**config.mk**
```make
export PLATFORM = sky130hd
export DESIGN_NAME = frame_config_loader
export DESIGN_NICKNAME = d
export VERILOG_FILES = /design/src/rtl/frame_cfg_pkg.sv /design/src/rtl/frame_strobe_decoder.sv /design/src/rtl/frame_config_loader.sv
export SDC_FILE = /design/constraint.sdc
export NUM_CORES = 1
export LEC_CHECK = 0
export CAP_MARGIN = 0
export CORE_ASPECT_RATIO = 0.8
export CORE_MARGIN = 2
export CORE_UTILIZATION = 45
export DETAILED_ROUTE_END_ITERATION = 8
export MAX_ROUTING_LAYER = met4
export PLACE_DENSITY = 0.85
export SLEW_MARGIN = 20
export SYNTH_ARGS = -nofsm -noshare
export SYNTH_HDL_FRONTEND = slang
export SYNTH_SLANG_ARGS = --single-unit
export TNS_END_PERCENT = 10
```
**constraint.sdc**
```tcl
create_clock -name UserCLK -period 9.2 [get_ports UserCLK]
set_input_delay 1.38 -clock UserCLK [delete_from_list [all_inputs] [get_ports UserCLK]]
set_output_delay 1.38 -clock UserCLK [all_outputs]
set_load 0.01 [all_outputs]
```
**src/rtl/frame_cfg_pkg.sv**
```systemverilog
// Shared definitions for the FABulous column configuration loader.
// Holds the bitstream control words, the header field bounds and the
// loader state type. Imported by frame_config_loader.
// No ports (package).
package frame_cfg_pkg;

  // Control words recognised in the bitstream
  localparam logic [31:0] SYNC_WORD   = 32'hFAB0_FAB1;
  localparam logic [31:0] DESYNC_WORD = 32'h0000_DE5C;

  // Header layout: frame index lives in the low byte, the rest is ignored
  localparam int FRAME_IDX_LSB = 0;
  localparam int FRAME_IDX_MSB = 7;
  localparam int FRAME_IDX_W   = FRAME_IDX_MSB - FRAME_IDX_LSB + 1;

  // CHK is only reachable when the checksum feature is compiled in
  typedef enum logic [2:0] {
    IDLE,
    HDR,
    DATA,
    CHK,
    SETTLE,
    STROBE
  } frame_state_e;

endpackage

```
**src/rtl/frame_strobe_decoder.sv**
```systemverilog
// Registered one-hot decoder producing the FrameStrobe write pulse.
// A pulse is launched on the edge where fire is high and appears on strobe
// for the following cycle only.
// Ports:
//   clk    in   clock
//   rst    in   asynchronous active-high reset
//   idx    in   frame index to decode (must be < MaxFramesPerCol)
//   fire   in   launch a pulse for idx on this edge
//   strobe out  registered one-hot strobe, all zero when idle
module frame_strobe_decoder #(
  parameter int MaxFramesPerCol = 20,
  parameter int IdxW            = (MaxFramesPerCol > 1) ? $clog2(MaxFramesPerCol) : 1
) (
  input  logic                       clk,
  input  logic                       rst,
  input  logic [IdxW-1:0]            idx,
  input  logic                       fire,
  output logic [MaxFramesPerCol-1:0] strobe
);

  logic [MaxFramesPerCol-1:0] strobe_d;
  logic [MaxFramesPerCol-1:0] strobe_q;

  // Per-bit compare rather than a shift so an out-of-range index can never
  // light a bit; at most one bit can match.
  always_comb begin
    strobe_d = '0;
    for (int i = 0; i < MaxFramesPerCol; i++) begin
      if (fire && (idx == IdxW'(i))) begin
        strobe_d[i] = 1'b1;
      end
    end
  end

  // Reset drops any pulse straight to zero
  always_ff @(posedge clk or posedge rst) begin
    if (rst) begin
      strobe_q <= '0;
    end else begin
      strobe_q <= strobe_d;
    end
  end

  assign strobe = strobe_q;

endmodule

```
**src/rtl/frame_config_loader.sv**
```systemverilog
// Configuration front-end for a two-row FABulous supertile column.
// Consumes a 32-bit bitstream over valid/ready, decodes sync/header/desync
// words, assembles one FrameData word per row and fires a single-cycle
// one-hot FrameStrobe to write the frame into the column config latches.
// Optional feature macro: FRAME_CHECKSUM_EN adds a CHK state that expects
// the XOR of the row words after the last data word.
// Ports:
//   UserCLK     in   sole clock
//   Reset       in   asynchronous active-high reset
//   s_data      in   bitstream word
//   s_valid     in   s_data is valid
//   s_ready     out  word accepted this cycle (decoded from state only)
//   FrameData   out  row r at [r*FrameBitsPerRow +: FrameBitsPerRow]
//   FrameStrobe out  one-hot write pulse, one cycle wide
//   busy        out  high in any state other than IDLE
//   err         out  sticky error, cleared only by Reset
// FrameBitsPerRow must equal the stream width of 32.
module frame_config_loader
  import frame_cfg_pkg::*;
#(
  parameter int MaxFramesPerCol = 20,
  parameter int FrameBitsPerRow = 32,
  parameter int NumRows         = 2
) (
  input  logic                                UserCLK,
  input  logic                                Reset,
  input  logic [31:0]                         s_data,
  input  logic                                s_valid,
  output logic                                s_ready,
  output logic [NumRows*FrameBitsPerRow-1:0]  FrameData,
  output logic [MaxFramesPerCol-1:0]          FrameStrobe,
  output logic                                busy,
  output logic                                err
);

  localparam int IdxW  = (MaxFramesPerCol > 1) ? $clog2(MaxFramesPerCol) : 1;
  localparam int RowW  = (NumRows > 1) ? $clog2(NumRows) : 1;
  localparam int DataW = NumRows * FrameBitsPerRow;

  frame_state_e       state_q, state_d;
  logic [IdxW-1:0]    idx_q, idx_d;
  logic [RowW-1:0]    row_q, row_d;
  logic [DataW-1:0]   frame_data_q, frame_data_d;
  logic               err_q, err_d;
  logic               busy_q, busy_d;
`ifdef FRAME_CHECKSUM_EN
  logic [FrameBitsPerRow-1:0] chk_acc_q, chk_acc_d;
`endif

  logic                   accept;
  logic                   last_row;
  logic [FRAME_IDX_W-1:0] hdr_idx;
  logic                   idx_in_range;
  logic                   strobe_fire;

  // s_ready depends on the state alone so the source may use it to decide
  // whether to present a word without a combinational loop through s_valid.
  always_comb begin
    s_ready = (state_q == IDLE) || (state_q == HDR) || (state_q == DATA)
`ifdef FRAME_CHECKSUM_EN
              || (state_q == CHK)
`endif
              ;
  end

  assign accept       = s_valid && s_ready;
  assign last_row     = (row_q == RowW'(NumRows - 1));
  assign hdr_idx      = s_data[FRAME_IDX_MSB:FRAME_IDX_LSB];
  assign idx_in_range = (hdr_idx < FRAME_IDX_W'(MaxFramesPerCol));

  // Next-state and datapath decode. FrameData is only ever written in DATA,
  // which keeps it frozen through SETTLE, STROBE and the following HDR cycle.
  always_comb begin
    state_d      = state_q;
    idx_d        = idx_q;
    row_d        = row_q;
    frame_data_d = frame_data_q;
    err_d        = err_q;
`ifdef FRAME_CHECKSUM_EN
    chk_acc_d    = chk_acc_q;
`endif

    case (state_q)
      IDLE: begin
        if (accept && (s_data == SYNC_WORD)) begin
          state_d = HDR;
        end
      end

      HDR: begin
        if (accept) begin
          if (s_data == DESYNC_WORD) begin
            state_d = IDLE;
          end else if (idx_in_range) begin
            idx_d   = hdr_idx[IdxW-1:0];
            row_d   = '0;
            state_d = DATA;
`ifdef FRAME_CHECKSUM_EN
            chk_acc_d = '0;
`endif
          end else begin
            err_d   = 1'b1;
            state_d = IDLE;
          end
        end
      end

      DATA: begin
        if (accept) begin
          for (int r = 0; r < NumRows; r++) begin
            if (row_q == RowW'(r)) begin
              frame_data_d[r*FrameBitsPerRow +: FrameBitsPerRow] = s_data;
            end
          end
          row_d = row_q + RowW'(1);
`ifdef FRAME_CHECKSUM_EN
          chk_acc_d = chk_acc_q ^ s_data;
          if (last_row) begin
            state_d = CHK;
          end
`else
          if (last_row) begin
            state_d = SETTLE;
          end
`endif
        end
      end

`ifdef FRAME_CHECKSUM_EN
      // A bad checksum abandons the frame; FrameData keeps the words
      // already written but no strobe is issued.
      CHK: begin
        if (accept) begin
          if (s_data == chk_acc_q) begin
            state_d = SETTLE;
          end else begin
            err_d   = 1'b1;
            state_d = IDLE;
          end
        end
      end
`endif

      SETTLE: begin
        state_d = STROBE;
      end

      STROBE: begin
        state_d = HDR;
      end

      default: begin
        state_d = IDLE;
      end
    endcase

    busy_d = (state_d != IDLE);
  end

  // Launching the pulse from SETTLE puts it on FrameStrobe exactly while the
  // loader sits in STROBE.
  assign strobe_fire = (state_q == SETTLE);

  frame_strobe_decoder #(
    .MaxFramesPerCol (MaxFramesPerCol),
    .IdxW            (IdxW)
  ) u_strobe_decoder (
    .clk    (UserCLK),
    .rst    (Reset),
    .idx    (idx_q),
    .fire   (strobe_fire),
    .strobe (FrameStrobe)
  );

  // All loader state, cleared asynchronously
  always_ff @(posedge UserCLK or posedge Reset) begin
    if (Reset) begin
      state_q      <= IDLE;
      idx_q        <= '0;
      row_q        <= '0;
      frame_data_q <= '0;
      err_q        <= 1'b0;
      busy_q       <= 1'b0;
`ifdef FRAME_CHECKSUM_EN
      chk_acc_q    <= '0;
`endif
    end else begin
      state_q      <= state_d;
      idx_q        <= idx_d;
      row_q        <= row_d;
      frame_data_q <= frame_data_d;
      err_q        <= err_d;
      busy_q       <= busy_d;
`ifdef FRAME_CHECKSUM_EN
      chk_acc_q    <= chk_acc_d;
`endif
    end
  end

  assign FrameData = frame_data_q;
  assign err       = err_q;
  assign busy      = busy_q;

endmodule

```
==> results of run 1 <==
==> area by class of cell <==
type / count / area [um2]
clock buffer: 10 / 127.6
fill: 593 / 2755
inverter: 2 / 10.01
sequential: 95 / 2377
clock inverter: 6 / 66.31
tap: 108 / 135.1
timing repair buffer: 123 / 1230
multi-input combinational: 148 / 1245
==> worst max-delay path, cell delays in order <==
cell and delay [ns]:
clkdlybuf4s50_1 0.62, inv_2 0.11, nor4_4 0.77, buf_4 0.42, mux2_2 0.38
==> final timing paths <==
check                                          startpoint                         to  slack, ns  cells after the start
worst max register to register       state_q[1]$_DFF_PP0_   FrameData[6]$_DFFE_PP0P_       6.81                      4
max in group asynchronous                           Reset  FrameData[55]$_DFFE_PP0P_       6.99                      3
worst max-delay path                              s_valid   FrameData[6]$_DFFE_PP0P_       5.74                      5
min in group asynchronous                           Reset  FrameData[17]$_DFFE_PP0P_       1.27                      2
worst min register to register  FrameData[42]$_DFFE_PP0P_  FrameData[42]$_DFFE_PP0P_       0.51                      1
worst min-delay path            FrameData[42]$_DFFE_PP0P_  FrameData[42]$_DFFE_PP0P_       0.51                      1
==> through the flow <==
step                      util [%]  total power, mW  cells  worst slack, ns  hold WS [ns]
after global routing         65.33           0.7933    492            5.622        0.5223
after CTS                    65.17           0.7679    492            5.781        0.5102
after floorplan                  -           0.4545    258            5.343        0.5031
final                        65.33           0.7594    492            5.742        0.5084
after global placement       62.73           0.4945    476            5.515        0.4863
after detailed placement     62.73           0.4959    476            5.410        0.4914
==> metal layers <==
metal / global-route usage [%] / wire length [um] / up-vias / part of all wire (%)
li1: - / - / 1168 / -
met1: 26.90 / 3760 / 1279 / 44
met2: 32.90 / 4179 / 83 / 49
met3: 7.296 / 534 / 9 / 6.2
met4: 4.364 / 81 / 0 / 0.95
met5: - / 0 / - / 0
==> flip-flops by register name, summed over array words and instances, names as in the netlist <==
register and flops:
idx_q 5, FrameData 64, u_strobe_decoder.strobe 20, last_row 1, state_q 3, busy 1, err 1
==> report_power, final <==
group | switching (mW) | internal, mW | total (mW) | leakage, nW
sequential | 0.00406 | 0.424 | 0.428 | 1.29
clock | 0.144 | 0.128 | 0.272 | 0.101
combinational | 0.0270 | 0.0317 | 0.0587 | 0.930
total | 0.175 | 0.584 | 0.759 | 2.32
==> cell families (layout without fill, tap and decap cells) <==
family / Yosys count / after routing
flops: 95 / 95
simple gates: 65 / 65
buf+inv: 15 / 141
compound gates: 14 / 14
mux: 69 / 69
==> Yosys cell counts (all sizes together) <==
cell     number  share of area [%]
nor4          6                1.6
nand4         6                1.2
nor3          8                1.1
dfrtp        95                 64
mux2         69                 21
nor3b         2               0.41
nand3b        3               0.61
or3           1               0.17
a21oi         5               0.68
clkbuf        1               0.10
a211o         1               0.24
nand4b        1               0.24
nand2b        4               0.68
nor2         20                2.1
buf          12                2.1
o211ai        1               0.20
o21ai         2               0.27
nand2         6               0.61
and2          1               0.17
or4           2               0.41
a31oi         4               0.68
inv           2               0.20
nor2b         1               0.17
nand3         3               0.41
or4bb         1               0.30
o2bb2ai       1               0.24
==> results list, run 1 <==
* Core area: 7946 um2
* Final antenna diode count: 0
- The via count of the first global-routing pass is 2,705.
* Commonest cells after routing, fill and taps aside: clkdlybuf4s50_1, dfrtp_1, mux2_2
- The synthesized netlist occupies a cell area of 3701 um2.
- Count of warnings emitted by yosys: 0
* Starting Density: 46.58%
* Drt total wl: 8.555 mm
- Setup violations remaining at the end of the flow were counted as 0.
- After synthesis, the largest family of logic cells by area is multiplexers.
* Total of cells resized after clock tree synthesis: 0
- Number of antenna violations at the first check in global routing: 0
- Leaving out fill and tap cells, the most frequent cell in the layout is clkdlybuf4s50_1.
- Slew margin rel.: 41.86%
- Global-route wire length before repair: 14.12 mm
* Clock transition time at the flip-flop clock pins of the worst setup and hold paths: 0.08 ns
- Register bit total from synthesis: 95
* Syn_area_per_cell: 14.35 um2
- For this design, the CTS-stage hold fixing added 0 buffers.
* Nets: 414
* DRT Pass-1 Iters: 4
- Clock latency on the worst-skew pair, taken at its later pin, is 0.35 ns.
- Critical path arrival: 3.69 ns
* Clock sink count: 95
* Layout Area Growth over Synthesis: 40.26%
- STA classifies the critical path startpoint as an input port.
- The initialized floorplan defines 29 standard-cell rows.
* Die outline area: 8971 um2
- The worst setup path is captured at a flip-flop.
- STA puts the critical path data required time at 9.43 ns.
- Buffer depth of the longest clock path: 2
* Number of buffers inserted during clock tree synthesis: 9
- Share of the yosys chip area belonging to registers: 64.23%
* Buffer cell driving the clock tree root: clkbuf_8
- For the pin with the worst max-slew slack, the measured transition is 0.8656 ns.
- Simple-Gate Fraction of Synth Area: 10.11%
* Floorplan die width: 105.4 um
- Setup total negative slack on the finished layout was measured at 0 ns.
* Ratio of cells with drive above 1 in the final layout: 23.44%
- Pin count of the biggest net entering global routing: 84
- In the routed design, unresolved DRC markers number 0.
* Result of the run: completed
- CP Class: in -> reg
- Worst vdd ir: 0.09916 mV
- CTS tree: done
- Of the total synthesized cell area, the portion taken by full adders, half adders and majority gates is 0%.
- Summing the areas of all compound-gate instances in the mapped netlist gives 2.299% of the synthesized area.
* Placement-stage cell area: 4985 um2
- Summed over all cells, the static leakage comes to 2.324 nW.
- The detail route stage leaves a number of antenna-violating nets equal to 0.
- Overall fraction of global-route tracks in use: 21.04%
- Synthesis handed over a netlist of 258 instances.
* Per-cell routed wire length: 17.39 um
- Proportion of synthesized area in mux cells: 20.99%
- The number of different library cells used by synthesis comes to 34.
* Number of buffers inserted by port buffering: 121
- Power density of the placed cells: 146.3 nW/um2
- Between clock sinks in the finished design, the worst skew comes to 0.009409 ns.
- Summed over all nets, the half-perimeter wirelength after detailed placement is 6.220 mm.
- At the end of routability-driven placement, the weighted congestion stood at 0.9407.
* Clock period minus final worst setup slack: 3.458 ns
- Number of nets produced by synthesis: 293
- Number of ports placed on the die boundary: 122
* Worst min path class: reg -> reg
* RSZ-0062 raised after global routing: no
* Hold Fails Final Rpt: 0
- Max-slew violation total from the final report: 0
* Die Y-Extent: 85.12 um
- Maximum achievable frequency: 0.2892 GHz
- Post-Layout Inst Area: 5191 um2
- Detailed routing inserted a total of 2,539 vias.
- Dividing the final minimum period by the clock period gives 37.58%.
- The tool flagged a number of max-cap violations equal to 0.
* Vias per cell: 5.161
- After global routing the overflow that remains totals 0.
- Number of levels in the clock H-tree: 3
- Largest fanout on the critical path: 21
* Xor and xnor fraction of the mapped netlist area: 0%
- First DRT Iteration DRCs: 115
* Number of buffers inserted by post-CTS setup repair: 0
Power figures use the tool's default switching activity.
==> run 2: changes to the inputs <==
==> constraint.sdc (replaced) <==
create_clock -name UserCLK -period 3.3 [get_ports UserCLK]
set_input_delay 0.495 -clock UserCLK [delete_from_list [all_inputs] [get_ports UserCLK]]
set_output_delay 0.495 -clock UserCLK [all_outputs]
set_load 0.01 [all_outputs]
==> results list, run 2 (same netlist as run 1, synthesis figures left out) <==
* Result of the run: completed
- Via count of the first global-routing pass: 2,675
- At the end of the flow, the number of nets in the layout was 417.
- Logic gate share of total power: 7.7%
* DRT antenna net count: 0
- Traced cell by cell, the critical path runs through a21oi_1 > clkdlybuf4s50_1.
- Buffer depth of the longest clock path: 2
* Worst min path class: reg -> reg
- Commonest cells after routing, fill and taps aside: clkdlybuf4s50_1, dfrtp_1, mux2_2
- Overall fraction of global-route tracks in use: 20.98%
- The critical path in this run is classified as reg -> out.
- Summed over all cells, the static leakage comes to 2.335 nW.
* Most common library cell in the layout ignoring fill and taps: clkdlybuf4s50_1
- TritonCTS built the clock tree.
* Max-slew violation total from the final report: 0
- The layout has 583 filler cells.
- At the worst endpoint, the arrival time is 1.62 ns.
- Number of ports placed on the die boundary: 122
* Global-route congestion overflow total: 0
- At the end of routability-driven placement, the weighted congestion stood at 0.8274.
- Clock latency on the worst-skew pair: 0.36 ns
- Met2 GRT Util: 30.79%
- For this block, the initial DRC count from the detailed router was 125.
- The hold violation total from the final report was 0.
- Met1 Resource Use GR: 28.10%
- Global-route wire length before repair: 14.11 mm
- In this run switching power makes up 24.06% of total power.
* Number of antenna violations at the first check in global routing: 0
- Layer carrying the most global-route usage: met2
- Across the VDD grid, the largest voltage drop is 0.2804 mV.
* DRT Pass-1 Iters: 4
- The worst setup path is captured at an output port.
- Of the total power, the clock network draws 37.0%.
- Seq pwr share: 55.3%
* Per-cell routed wire length: 17.39 um
* Drt total wl: 8.606 mm
- Maxcap violations: 0
- From synthesis to final layout, the design area changed by 41.24%.
- Remaining DRCs: 0
* Startpoint class of the critical path: flip-flop
* Pin count of the biggest net entering global routing: 96
- Number of failing setup endpoints in the final timing report: 0
- CP peak stage delay: 0.55 ns
- Internal Power: 1.638 mW
- The routed layout has 2,552 vias.
* Starting Density: 46.58%
* Required time worst endpoint: 2.80 ns
- Vias per cell: 5.156
- Number of buffers inserted by port buffering: 121
* Die Y-Extent: 85.12 um
- End-of-flow core utilization: 65.78%
* Die outline area: 8971 um2
- Crit path buf inv count: 1
* Crit path max-delay family: buffers and inverters
* Clock transition time at the flip-flop clock pins of the worst setup and hold paths: 0.10 ns
- Floorplan die width: 105.4 um
* Row count: 29
- The number of antenna diodes in the final layout is 0.
- Largest register FFs: 64
- Number of buffers inserted during clock tree synthesis: 9
* Clock period minus final worst setup slack: 2.112 ns
- Detailed placement finished with a half-perimeter wire length of 6.250 mm.
* Slew margin rel.: 66.89%
- Power consumption: 2.156 mW
- Buffer cell driving the clock tree root: clkbuf_8
* Ratio of final minimum period to clock period: 64.00%
- The slowest stage of the critical path belongs to the cell clkdlybuf4s50_1.
* Number of buffers inserted by post-CTS setup repair: 0
- Of all nets on the critical path, the largest fanout is 10.
* Maximum achievable frequency: 0.4735 GHz
* Total negative slack: 0 ns
* Ratio of cells with drive above 1 in the final layout: 24.29%
- Slew at the pin closest to its max-slew limit: 0.4966 ns
* Clk_skew: 0.009413 ns
- Power density of the placed cells: 412.5 nW/um2
- Number of levels in the clock H-tree: 3
- The clock drives 95 sinks.
- Total of cells resized after clock tree synthesis: 0
* Core area: 7946 um2
- Cts hold-fix bufs: 0
- Setup repair after global routing left no endpoint under its margin.
* Net switching component of the power: 518.7 uW
- In the global route stage, met3 resource usage came out at 6.528%.
[run 2: cell types whose count changed in the layout (fill, tap and decap cells not counted), sizes merged]
cell	previous run	this run
clkinvlp	0	1
clkbuf	10	9
clkinv	2	1
buf	2	5
inv	5	6
[run 2: layout make-up]
class / count / area, um2 / area share [%]
sequential: 95 / 2377 / 45.48
timing repair buffer: 126 / 1261 / 24.13
multi-input combinational: 148 / 1236 / 23.65
tap: 108 / 135.1 / 2.585
clock buffer: 9 / 123.9 / 2.370
clock inverter: 7 / 83.83 / 1.604
inverter: 2 / 10.01 / 0.1915
[run 2: per-layer routing]
layer	wire, um	vias to the layer above
met5	0	-
met4	129	0
met3	546	12
met2	4084	97
met1	3846	1279
li1	-	1164
[run 2: metrics by stage]
stage / setup WS [ns] / area [um2] / hold WS, ns / instances
floorplan: 0.3280 / 3701 / 0.5031 / 258
global placement: 1.033 / 5020 / 0.4673 / 479
detailed placement: 0.9818 / 5020 / 0.4798 / 479
CTS: 1.158 / 5228 / 0.5037 / 495
global route: 1.055 / 5228 / 0.5278 / 495
finish: 1.188 / 5228 / 0.4970 / 495
[run 2: final timing paths]
path                                               start                         to  slack, ns  cells past startpoint
max in group asynchronous                          Reset  FrameData[59]$_DFFE_PP0P_       2.33                      3
worst min-delay path            FrameData[5]$_DFFE_PP0P_   FrameData[5]$_DFFE_PP0P_       0.50                      1
worst max-delay path                state_q[1]$_DFF_PP0_                    s_ready       1.19                      2
min in group asynchronous                          Reset  FrameData[41]$_DFFE_PP0P_       0.58                      3
worst min register to register  FrameData[5]$_DFFE_PP0P_   FrameData[5]$_DFFE_PP0P_       0.50                      1
worst max register to register      state_q[0]$_DFF_PP0_  FrameData[13]$_DFFE_PP0P_       1.54                      4
[run 2: power by group through the flow]
stage	Combinational [mW]	Sequential, mW	Clock [mW]
2_1_floorplan	0.0417	1.23	0
3_3_place_gp	0.165	1.22	0
3_5_place_dp	0.168	1.22	0
4_1_cts	0.169	1.19	0.820
5_1_grt	0.180	1.20	0.873
6_report	0.166	1.19	0.797
[run 2: worst register-to-register path, cell delays in order, from the launching register on]
cell      delay, ns
dfrtp_1        0.50
nand2b_1       0.26
nor4_4         0.21
buf_4          0.31
mux2_2         0.37
